$ cat src/rtl/pixel_stream_source_pkg.sv
// Shared constants and FSM state type for the pixel stream source.
package pixel_stream_source_pkg;

    localparam int unsigned WORD_BITS       = 8;
    localparam int unsigned BYTES_PER_PIXEL = 3;
    localparam int unsigned PIXEL_BITS      = WORD_BITS * BYTES_PER_PIXEL;

    typedef enum logic [2:0] {
        StIdle,
        StF0,
        StF1,
        StF2,
        StF3,
        StEmit,
        StDone
    } state_e;

endpackage

$ cat src/rtl/pixel_stream_source_raster_counter.sv
// Column/row position within the frame; advances once per accepted pixel.
module pixel_stream_source_raster_counter
    import pixel_stream_source_pkg::*;
#(
    parameter int unsigned DIM_W = 16
) (
    input  logic             clk,
    input  logic             reset_n,
    input  logic             clear,
    input  logic             advance,
    input  logic [DIM_W-1:0] width,
    input  logic [DIM_W-1:0] height,
    output logic             first_col,
    output logic             first_pix,
    output logic             last_pix
);

    logic [DIM_W-1:0] col_q;
    logic [DIM_W-1:0] row_q;
    logic             last_col;

    assign last_col  = (col_q == width - DIM_W'(1));
    assign first_col = (col_q == '0);
    assign first_pix = first_col && (row_q == '0);
    assign last_pix  = last_col && (row_q == height - DIM_W'(1));

    always_ff @(posedge clk or negedge reset_n) begin
        if (!reset_n) begin
            col_q <= '0;
            row_q <= '0;
        end else if (clear) begin
            col_q <= '0;
            row_q <= '0;
        end else if (advance) begin
            if (last_col) begin
                col_q <= '0;
                row_q <= row_q + DIM_W'(1);
            end else begin
                col_q <= col_q + DIM_W'(1);
            end
        end
    end

endmodule

$ cat src/rtl/pixel_stream_source.sv
// Streams a packed 24-bit frame from byte-wide synchronous memory, one pixel per 3 reads,
// with downstream ready back-pressure.
module pixel_stream_source
    import pixel_stream_source_pkg::*;
#(
    parameter int unsigned ADDR_W  = 20,
    parameter int unsigned DIM_W   = 16,
    parameter int unsigned PIXEL_W = PIXEL_BITS
) (
    input  logic                 clk,
    input  logic                 reset_n,
    input  logic                 start,
    input  logic [DIM_W-1:0]     width,
    input  logic [DIM_W-1:0]     height,
    input  logic [ADDR_W-1:0]    base_addr,
    output logic                 mem_rd,
    output logic [ADDR_W-1:0]    mem_addr,
    input  logic [WORD_BITS-1:0] mem_rdata,
    output logic [PIXEL_W-1:0]   data,
    output logic                 en,
    output logic                 hsync,
    output logic                 vsync,
    input  logic                 ready,
    output logic                 busy,
    output logic                 frame_done
);

    state_e state_q, state_d;

    logic [ADDR_W-1:0]    ptr_q, ptr_d;
    logic [DIM_W-1:0]     width_q, height_q;
    logic [WORD_BITS-1:0] b0_q, b1_q;
    logic [PIXEL_W-1:0]   data_q;
    logic                 en_q, hsync_q, vsync_q, mem_rd_q, busy_q, done_q;
    logic                 en_d, hsync_d, vsync_d, mem_rd_d, busy_d, done_d;
    logic [ADDR_W-1:0]    mem_addr_q, mem_addr_d;

    logic start_ok, accept, zero_dim;
    logic first_col, first_pix, last_pix;

    assign start_ok = (state_q == StIdle) && start;
    assign accept   = (state_q == StEmit) && ready;
    assign zero_dim = (width == '0) || (height == '0);

    pixel_stream_source_raster_counter #(
        .DIM_W(DIM_W)
    ) u_raster (
        .clk      (clk),
        .reset_n  (reset_n),
        .clear    (start_ok),
        .advance  (accept),
        .width    (width_q),
        .height   (height_q),
        .first_col(first_col),
        .first_pix(first_pix),
        .last_pix (last_pix)
    );

    always_ff @(posedge clk or negedge reset_n) begin
        if (!reset_n) begin
            state_q <= StIdle;
        end else begin
            state_q <= state_d;
        end
    end

    always_comb begin
        state_d = state_q;
        unique case (state_q)
            StIdle:  if (start) state_d = zero_dim ? StDone : StF0;
            StF0:    state_d = StF1;
            StF1:    state_d = StF2;
            StF2:    state_d = StF3;
            StF3:    state_d = StEmit;
            StEmit:  if (ready) state_d = last_pix ? StDone : StF0;
            StDone:  state_d = StIdle;
            default: state_d = StIdle;
        endcase
    end

    always_comb begin
        ptr_d = ptr_q;
        if (start_ok) begin
            ptr_d = base_addr;
        end else if (accept) begin
            ptr_d = ptr_q + ADDR_W'(BYTES_PER_PIXEL);
        end
    end

    // Outputs are registered from the next state so they line up with the state they belong to.
    always_comb begin
        mem_rd_d   = 1'b0;
        mem_addr_d = '0;
        unique case (state_d)
            StF0: begin
                mem_rd_d   = 1'b1;
                mem_addr_d = ptr_d;
            end
            StF1: begin
                mem_rd_d   = 1'b1;
                mem_addr_d = ptr_d + ADDR_W'(1);
            end
            StF2: begin
                mem_rd_d   = 1'b1;
                mem_addr_d = ptr_d + ADDR_W'(2);
            end
            default: ;
        endcase
        en_d    = (state_d == StEmit);
        hsync_d = en_d && first_col;
        vsync_d = en_d && first_pix;
        busy_d  = (state_d != StIdle);
        done_d  = (state_d == StDone);
    end

    always_ff @(posedge clk or negedge reset_n) begin
        if (!reset_n) begin
            ptr_q      <= '0;
            width_q    <= '0;
            height_q   <= '0;
            b0_q       <= '0;
            b1_q       <= '0;
            data_q     <= '0;
            en_q       <= 1'b0;
            hsync_q    <= 1'b0;
            vsync_q    <= 1'b0;
            mem_rd_q   <= 1'b0;
            mem_addr_q <= '0;
            busy_q     <= 1'b0;
            done_q     <= 1'b0;
        end else begin
            ptr_q <= ptr_d;
            if (start_ok) begin
                width_q  <= width;
                height_q <= height;
            end
            // Read data arrives one cycle after its strobe, so each byte lands a state later.
            if (state_q == StF1) b0_q <= mem_rdata;
            if (state_q == StF2) b1_q <= mem_rdata;
            if (state_q == StF3) data_q <= {mem_rdata, b1_q, b0_q};
            en_q       <= en_d;
            hsync_q    <= hsync_d;
            vsync_q    <= vsync_d;
            mem_rd_q   <= mem_rd_d;
            mem_addr_q <= mem_addr_d;
            busy_q     <= busy_d;
            done_q     <= done_d;
        end
    end

    assign mem_rd     = mem_rd_q;
    assign mem_addr   = mem_addr_q;
    assign data       = data_q;
    assign en         = en_q;
    assign hsync      = hsync_q;
    assign vsync      = vsync_q;
    assign busy       = busy_q;
    assign frame_done = done_q;

endmodule
$ cat config.mk
export PLATFORM = sky130hd
export DESIGN_NAME = pixel_stream_source
export DESIGN_NICKNAME = d
export VERILOG_FILES = /design/src/rtl/pixel_stream_source_pkg.sv /design/src/rtl/pixel_stream_source_raster_counter.sv /design/src/rtl/pixel_stream_source.sv
export SDC_FILE = /design/constraint.sdc
export NUM_CORES = 1
export LEC_CHECK = 0
export ABC_AREA = 1
export CORE_ASPECT_RATIO = 1.1
export CORE_UTILIZATION = 61
export DETAILED_ROUTE_END_ITERATION = 10
export GPL_TIMING_DRIVEN = 0
export PLACE_DENSITY = 0.87
export REMOVE_ABC_BUFFERS = 1
export SYNTH_ARGS = -nofsm -noshare
export SYNTH_HDL_FRONTEND = slang
export SYNTH_SLANG_ARGS = --single-unit
export TNS_END_PERCENT = 1
$ cat constraint.sdc
create_clock -name clk -period 5.8 [get_ports clk]
set_input_delay 0.58 -clock clk [delete_from_list [all_inputs] [get_ports clk]]
set_output_delay 0.58 -clock clk [all_outputs]
set_load 0.05 [all_outputs]
==> flow_summary.yaml, run 1 <==
outcome:
  status: "complete, no violations"
routing:
  first_pass_iters: 6
  routed_wirelength_um: 24100
  ant_nets: 0
  drcViolationCount: 0
  wl_per_cell_um: 15.0
  via_count: 9056
  viasPerCell: 5.63
  drtIter0Drc: 767
timing:
  finalMaxSlewViolations: 0
  setup_viol: 0
  fmax_ghz: 0.235
  min_period_ns: 4.25
  fin_crit_sh_pct: 73.3
  hold_viol: 0
  rsz0062_at_grt: "no"
  clock_skew_ns: 0.00860
  fin_ws_ns: 1.55
  tightest_slew_ns: 1.33
  maxSlewHeadroom_pct: 11.1
placed_design:
  dpl-instance-area_um2: 10600
  hpwl_um: 16900
  gp_congestion: 0.917
  place_ws_ns: 0.402
  io_buffer_count: 113
yosys:
  synth.distinct_cells: 47
  ys_async_sr_fraction_pct: 100
  syn-instance-count: 1305
  ys.flop_type: "dfrtp_1"
  syn_area_per_cell_um2: 7.19
  ys_ff_latch: 153
  syn-cell-area_um2: 9390
  synth_warnings: 0
  ys_seq_area_share_pct: 40.8
  synth_edf_count: 0
grt:
  antenna_found_initial: 0
  grt_max_degree: 83
  grt_pass1_wl_um: 39600
  first_global_vias: 8640
  grt_usage_pct: 31.4
  grt.overflow.total: 0
cts:
  post_cts_buffers: 0
  numCtsBuffers: 17
  cts_buffer_depth: 2
  cts_hold_buf: 0
  cts_tree: "yes"
  cts.sinks: 153
  ctsResizeCount: 0
  htree_levels: 4
  path_clk_slew_ns: 0.07
  clk_latency_ns: 0.45
  clock-root-buffer: "clkbuf_16"
layout:
  area_growth_pct: 19.9
  num_antenna_cells: 0
  drive_above_1_share_pct: 8.70
  final_cell_mix: "nand2_1, dfrtp_1, nand3_1"
  design_area_um2: 11300
  fin_nets: 1474
  final_common_cell: "nand2_1"
floorplan:
  core_um2: 15100
  pin_count: 114
  rows: 47
  dieHeight_um: 132
  start_util_pct: 62.4
  die_w_um: 120
  die-area_um2: 15900
pwr:
  irDropWorstVdd_mv: 0.454
  total_power_uw: 6540
  p_leak_uw: 0.00537
  power_density_nw_per_um2: 581
setup_path:
  cp-end-kind: "flip-flop"
  crit_path_end: "u_raster.row_q[15]"
  cp_common_cell: "nor2_1"
  worstPathArrival_ns: 4.63
  path_max_fanout: 67
  critPathTopFamily: "simple AND/OR/NAND/NOR gates"
  worst_path_max_delay_cell: "nor2_1"
  path_cells: "nor2_1 > nand3_2 > buf_12 > inv_2 > nor2_1 > nor2_1 > inv_1 > nor3_1 > o21a_1"
  r2r_start: "state_q[0]"
  r2r_slack_ns: 1.55
  critPathLaunch: "state_q[0]"
  cpPeakStageDelay_ns: 0.88
  critPathKind: "reg2reg"
  worst-path-stages: 9
  crit_buf_inv: 3
  start_kind: "flip-flop"
  cp.required_ns: 6.18
  ff2ff_path_depth: 9
  rr_endpoint: "u_raster.row_q[15]"
flow_run:
  drv_cap: 0
min_path:
  hp-class: "in2async"
-- metal layers --
metal / vias to the layer above / track usage (%) / part of all wire, %
li1: 4393 / - / -
met2: 368 / 52.9 / 49
met5: - / 0 / 0
met1: 4223 / 38.7 / 41
met3: 72 / 5.49 / 6.0
met4: 0 / 15.5 / 3.8
-- synth_stat cells (2+ instances only) --
cell type / count / area, µm²
nand2_4: 2 / 22.5
mux2_2: 16 / 180
nand3_2: 2 / 20.0
nand3_1: 150 / 751
o21ai_1: 4 / 20.0
nor2_2: 11 / 68.8
inv_1: 142 / 533
ha_1: 9 / 113
or2_2: 13 / 81.3
nor4_1: 15 / 93.8
nand4_1: 35 / 219
buf_2: 13 / 65.1
o21a_1: 2 / 15.0
nand2_2: 12 / 75.1
nor2_4: 6 / 67.6
dfrtp_1: 153 / 3830
o211ai_1: 2 / 15.0
inv_2: 14 / 52.6
nand2_1: 382 / 1430
xnor2_1: 12 / 105
o21bai_1: 2 / 15.0
clkbuf_1: 18 / 67.6
buf_1: 4 / 15.0
a21oi_1: 11 / 55.1
buf_4: 3 / 22.5
nor3_1: 16 / 80.1
o21ai_0: 72 / 360
nor2_1: 122 / 458
nor3_2: 2 / 20.0
o31ai_1: 5 / 37.5
xor2_1: 32 / 280
o22ai_1: 8 / 50.1
-- where the power goes --
group	internal, µW	switching (µW)	leakage, µW
logic	1130	2390	0.00316
registers	1510	344	0.00191
clock network	620	536	0.000297
-- area by class of cell --
cell class,count,area [µm²]
clock buffer,17,425
fill,1137,3800
multi-input combinational,955,4790
inverter,157,591
clock inverter,14,171
tap,196,245
timing repair buffer,117,1210
sequential,153,3830
-- worst reg2reg max path, cell delays in order (launching register included) --
cell and delay [ns]:
dfrtp_1 0.46, nor2_1 0.18, nand3_2 0.46, buf_12 0.38, inv_2 0.77, nor2_1 0.18, nor2_1 0.88, inv_1 0.47
nor3_1 0.27, o21a_1 0.15
-- state kept, by name (all words and copies together) (netlist names) --
register	cells
vsync	1
b0_q	8
mem_rd	1
data	24
state_q	3
ptr_q	20
mem_addr	20
height_q	16
busy	1
b1_q	8
u_raster.row_q	16
frame_done	1
hsync	1
en	1
width_q	16
u_raster.col_q	16
-- how the worst min path moves through the flow --
stage                             to  depth (start not counted)  slack [ns]
after global routing      width_q[9]                          1        0.20
after floorplan              b0_q[0]                          0        0.28
after detailed placement     b0_q[4]                          2        0.47
after global placement       b0_q[3]                          2        0.46
after CTS                 width_q[8]                          1        0.17
final                     width_q[8]                          1        0.13
-- cells by family after synthesis --
| kind of cell | share of synthesized area (%) |
|---|---|
| muxes | 1.92 |
| adders and majority gates | 1.20 |
| xor gates and xnor gates | 4.11 |
| and+or+nand+nor | 36.9 |
| DFF | 40.8 |
| AOI/OAI and AO/OA | 6.84 |
| buffers and inverters | 8.28 |
-- stage by stage --
stage               std cells  hold WS [ns]  TNS [ns]  utilization, %
floorplan                1265         0.284         0               -
global placement         1574         0.463   -304.11            70.3
detailed placement       1577         0.471         0            70.7
CTS                      1608         0.172         0            74.6
global route             1609         0.203         0            74.8
finish                   1609         0.134         0            74.8
Note: power is estimated with default switching activity, not from simulation.
==> run 2: changes to the inputs <==
CORE_UTILIZATION = 51   (was 61)
PLACE_DENSITY = 0.78   (was 0.87)
clock period = 3.9 ns   (was 5.8 ns; I/O delays follow)
==> flow_summary.yaml, run 2 (synthesis gave the netlist of run 1 again) <==
pwr:
  power_density_nw_per_um2: 855
  total_power_uw: 9740
  p_leak_uw: 0.00537
  irDropWorstVdd_mv: 0.554
cts:
  clock-root-buffer: "clkbuf_16"
  path_clk_slew_ns: 0.08
  cts.sinks: 153
  numCtsBuffers: 17
  cts_buffer_depth: 2
  cts_tree: "yes"
  post_cts_buffers: 0
  htree_levels: 4
  clk_latency_ns: 0.45
grt:
  antenna_found_initial: 1
  grt.overflow.total: 0
  grt_usage_pct: 26.7
  first_global_vias: 8448
  grt_pass1_wl_um: 40500
  grt_max_degree: 91
setup_path:
  worst_path_max_delay_cell: "nor2_1"
  critPathKind: "reg2reg"
  path_cells: "nor2_1 > nand3_4 > o211ai_1 > o21ai_0 > inv_1 > ha_1 > inv_1 > nor2_1 > nand2_1 > nor2_1 > nand2_1 > xor2_1 > nand2_1 > nand3_1"
  path_max_fanout: 16
  crit_buf_inv: 2
  cp-end-kind: "flip-flop"
  cpPeakStageDelay_ns: 0.54
  cp.required_ns: 4.22
  r2r_slack_ns: 0.20
  critPathTopFamily: "simple AND/OR/NAND/NOR gates"
  worstPathArrival_ns: 4.02
  start_kind: "flip-flop"
layout:
  area_growth_pct: 21.2
  utilization_pct: 63.7
  final_cell_mix: "nand2_1, dfrtp_1, nand3_1"
  drive_above_1_share_pct: 9.03
  final_common_cell: "nand2_1"
  largest_reg_flops: 24
  fin_nets: 1478
floorplan:
  start_util_pct: 52.5
  core_um2: 17900
  die-area_um2: 19000
  pin_count: 114
  die_w_um: 131
  dieHeight_um: 144
  rows: 51
routing:
  routed_wirelength_um: 25000
  wl_per_cell_um: 15.1
  via_count: 8968
  viasPerCell: 5.41
  drcViolationCount: 0
  drtIter0Drc: 645
  first_pass_iters: 5
  ant_nets: 0
min_path:
  hp-class: "reg2reg"
timing:
  min_period_ns: 3.70
  tightest_slew_ns: 1.19
  whs_ns: 0.486
  finalMaxSlewViolations: 0
  fmax_ghz: 0.271
  clock_skew_ns: 0.0107
  setup_viol: 0
  maxSlewHeadroom_pct: 20.2
  hold_viol: 0
  rsz0062_at_grt: "no"
  fin_crit_sh_pct: 94.8
outcome:
  status: "complete, no violations"
placed_design:
  gp_congestion: 0.900
  hpwl_um: 17000
  io_buffer_count: 113
flow_run:
  drv_cap: 0
## run 2: cell count changes in the layout (fill, tap and decap cells not counted), moves of 2 or more
cell        previous run  this run
inv_12                 0         2
clkinvlp_2             0         2
inv_8                  8         2
clkinv_8               1         8
## run 2: final timing paths
check	startpoint	end	depth (start not counted)
max in group asynchronous	reset_n	ptr_q[10]	3
min reg2reg	b1_q[4]	b1_q[4]	2
min	b1_q[4]	b1_q[4]	2
max	state_q[0]	mem_addr[15]	14
min in group asynchronous	reset_n	width_q[6]	2
max reg2reg	state_q[0]	mem_addr[15]	14
## run 2: power by group
part / total (µW) / switching [µW] / internal, µW
Sequential: 2750 / 501 / 2250
Combinational: 5250 / 3580 / 1670
Clock: 1730 / 845 / 886
Total: 9740 / 4930 / 4800
## run 2: area by class of cell
type                       instances  area, µm²
sequential                       153       3830
inverter                         157        593
fill                            1602       6490
tap                              238        298
clock buffer                      17        425
antenna                            1       2.50
clock inverter                    15        211
timing repair buffer             117       1190
timing repair inverter             2       10.0
multi-input combinational        957       4820
## run 2: metal layers
metal  global-route usage, %  part of all wire [%]  up-vias  wire length (µm)
met4                    10.6                   2.3        0               583
met1                    32.8                    42     4240             10600
met5                       0                     0        -                 0
li1                        -                     -     4414                 -
met3                    4.87                   5.4       52              1350
met2                    46.8                    50      262             12500
## run 2: worst min-delay path: cells and delay by family, from the launching register on
kind | cells | cell delay (ns)
flops | 1 | 0.35
compound gates | 1 | 0.06
simple gates | 1 | 0.05
## run 2: timing repair
item	4_1_cts	5_1_grt
hold buffers	1	0
pin swaps	0	1
setup endpoints to repair	48	15
gates cloned	2	2
gates resized for setup	3	0
endpoints found under the hold margin	63	0
## run 2: metrics by stage
step                      instances  area [µm²]  setup TNS (ns)  worst slack [ns]
after global routing           1657       11400               0            0.0451
final                          1657       11400               0             0.204
after global placement         1616       10600         -642.17             -3.87
after floorplan                1265        9200               0             0.328
after CTS                      1653       11300               0            0.0752
after detailed placement       1618       10700          -47.38             -1.39
==> run 3: changes to the inputs <==
CORE_UTILIZATION = 52   (was 51)
GPL_ROUTABILITY_DRIVEN = 0   (was not set)
PLACE_DENSITY = 0.79   (was 0.78)
REMOVE_ABC_BUFFERS = not set   (was 1)
SYNTH_HIERARCHICAL = 1   (was not set)
==> flow_summary.yaml, run 3 <==
outcome:
  status: "complete, no violations"
floorplan:
  start_util_pct: 52.8
  rows: 52
  die-area_um2: 19200
  core_um2: 18300
  pin_count: 114
  die_w_um: 132
  dieHeight_um: 145
min_path:
  hold_start: "data[22]"
  hold_depth: 2
  min_to: "data[22]"
  hp-class: "reg2reg"
cts:
  cts_tree: "yes"
  numCtsBuffers: 17
  clock-root-buffer: "clkbuf_16"
  path_clk_slew_ns: 0.07
  post_cts_buffers: 0
  clk_latency_ns: 0.42
  cts.sinks: 153
  cts_buffer_depth: 2
  htree_levels: 4
routing:
  drtIter0Drc: 738
  routed_wirelength_um: 25600
  viasPerCell: 5.40
  drcViolationCount: 0
  via_count: 9367
  wl_per_cell_um: 14.8
  first_pass_iters: 5
  ant_nets: 0
setup_path:
  worstPathArrival_ns: 3.88
  cp-end-kind: "flip-flop"
  start_kind: "flip-flop"
  critPathKind: "reg2reg"
  rr_endpoint: "mem_addr[9]"
  r2r_start: "height_q[0]"
  r2r_slack_ns: 0.34
  path_max_fanout: 10
  cp.required_ns: 4.21
  ff2ff_path_depth: 16
  critPathLaunch: "height_q[0]"
yosys:
  netlist_top_cells_count: "nand2_1, inv_1, dfrtp_1"
  yosys-mux-area-fraction_pct: 0
  syn_area_per_cell_um2: 7.20
  synth.top_cell.area_share_pct: 39.5
  syn-cell-area_um2: 9690
  ys_top_cells_by_area: "dfrtp_1, nand2_1, inv_1"
  yosys.area_share.simple_pct: 35.5
  ys.flop_type: "dfrtp_1"
  ys_ff_latch: 153
  ys_async_sr_fraction_pct: 100
  synth.most_common_cell: "nand2_1"
  synth_xor_area_share_pct: 5.37
  yosys.area.top_type: "dfrtp_1"
  synth_fp_nets: 1419
  syn-instance-count: 1346
  synth_compound_area_share_pct: 9.42
  synth.distinct_cells: 50
  synth_warnings: 6
  ys_seq_area_share_pct: 39.5
  synth_fa_ha_area_share_pct: 1.16
  synth_edf_count: 0
  synth_top_family_by_area: "simple AND/OR/NAND/NOR gates"
pwr:
  p_leak_uw: 0.00556
  irDropWorstVdd_mv: 0.718
  total_power_uw: 10100
  power_density_nw_per_um2: 861
grt:
  first_global_vias: 9104
  antenna_found_initial: 0
  grt_max_degree: 96
  grt.overflow.total: 0
  grt_usage_pct: 27.8
  grt_pass1_wl_um: 42800
placed_design:
  io_buffer_count: 113
  place_inst: 1703
  hpwl_um: 19000
timing:
  fin_crit_sh_pct: 91.4
  rsz0062_at_grt: "no"
  setup_viol: 0
  clock_skew_ns: 0.00862
  min_period_ns: 3.56
  maxSlewHeadroom_pct: 59.2
  fmax_ghz: 0.281
  final.setup.tns_ns: 0
  hold_viol: 0
  tightest_slew_ns: 0.612
  finalMaxSlewViolations: 0
layout:
  final_common_cell: "nand2_1"
  stdcell_count: 1735
  fin_nets: 1553
  num_antenna_cells: 0
  drive_above_1_share_pct: 9.92
  nFillCells: 1582
  largest_reg_flops: 24
  final_cell_mix: "nand2_1, inv_1, dfrtp_1"
  area_growth_pct: 21.1
flow_run:
  drv_cap: 0
==> run 3: cell count changes in the layout (fill, tap and decap cells not counted), sizes merged, moves of 8 or more <==
cell,before,now
a21oi,12,34
mux2,16,0
nor4,15,5
nand3,155,109
nor3,19,32
inv,162,185
o21ai,77,104
buf,4,20
o22ai,8,0
clkbuf,17,41
nand2,396,379
o211ai,2,11
nor2,139,161
==> run 3: worst max-delay path, cell delays in order (launching register included) <==
cell and delay (ns):
dfrtp_1 0.39, inv_1 0.11, ha_1 0.22, nand4_1 0.21
nor2_1 0.27, nand3_1 0.13, or2_2 0.29, nand4_1 0.09
nor2_1 0.06, nand3_1 0.14, nor2_1 0.09, nor2_1 0.14
a21oi_1 0.05, o2111ai_1 0.44, nand3_1 0.28, buf_2 0.29
o21ai_0 0.27
==> run 3: timing repair <==
action	CTS	global route
hold buffers	1	0
setup endpoints to repair	0	5
hold endpoints to repair	58	0
resized for setup	0	1
==> run 3: worst max path at each step <==
stage	to	slack (ns)	cells after the start
CTS	mem_addr[3]	0.33	17
floorplan	mem_addr[6]	1.04	17
finish	mem_addr[9]	0.34	16
detailed placement	mem_addr[9]	0.36	17
global route	mem_addr[3]	0.11	16
global placement	mem_addr[12]	-3.71	1
==> run 3: where the power goes <==
part / total [µW] / internal, µW / switching (µW) / leakage, µW
Clock: 1600 / 860 / 736 / 0.000277
Combinational: 5750 / 1840 / 3900 / 0.00337
Sequential: 2770 / 2260 / 508 / 0.00191
Total: 10100 / 4960 / 5150 / 0.00556
==> run 3: kinds of logic (layout without fill, tap and decap cells) <==
group / after synthesis / after routing
AND/OR/NAND/NOR: 748 / 748
buffers and inverters: 219 / 365
AO/OA/AOI/OAI: 160 / 160
flip-flops: 153 / 153
XOR/XNOR: 57 / 57
adder cells (fa/ha/maj): 9 / 9
==> run 3: layout make-up <==
type	count	area [µm²]	share of cell area [%]
Buffer	41	210	1.79
Clock buffer	18	439	3.74
Clock inverter	13	128	1.09
Inverter	178	671	5.71
Multi-Input combinational cell	974	4990	42.5
Sequential cell	153	3830	32.6
Tap cell	243	304	2.59
Timing Repair Buffer	115	1170	9.97
==> run 3: stage by stage <==
step	util [%]	hold WS [ns]	cell area (µm²)	setup slack, ns
2_1_floorplan	-	0.0944	9690	1.04
3_3_place_gp	60.6	0.454	11100	-3.71
3_5_place_dp	60.8	0.409	11200	0.362
4_1_cts	63.9	0.475	11700	0.332
5_1_grt	64.0	0.504	11700	0.109
6_report	64.0	0.471	11700	0.337
==> run 3: layer usage <==
metal	track usage, %	routed length (µm)
met5	0	0
met4	13.0	911
met1	34.6	10600
met2	47.1	12600
met3	4.68	1450
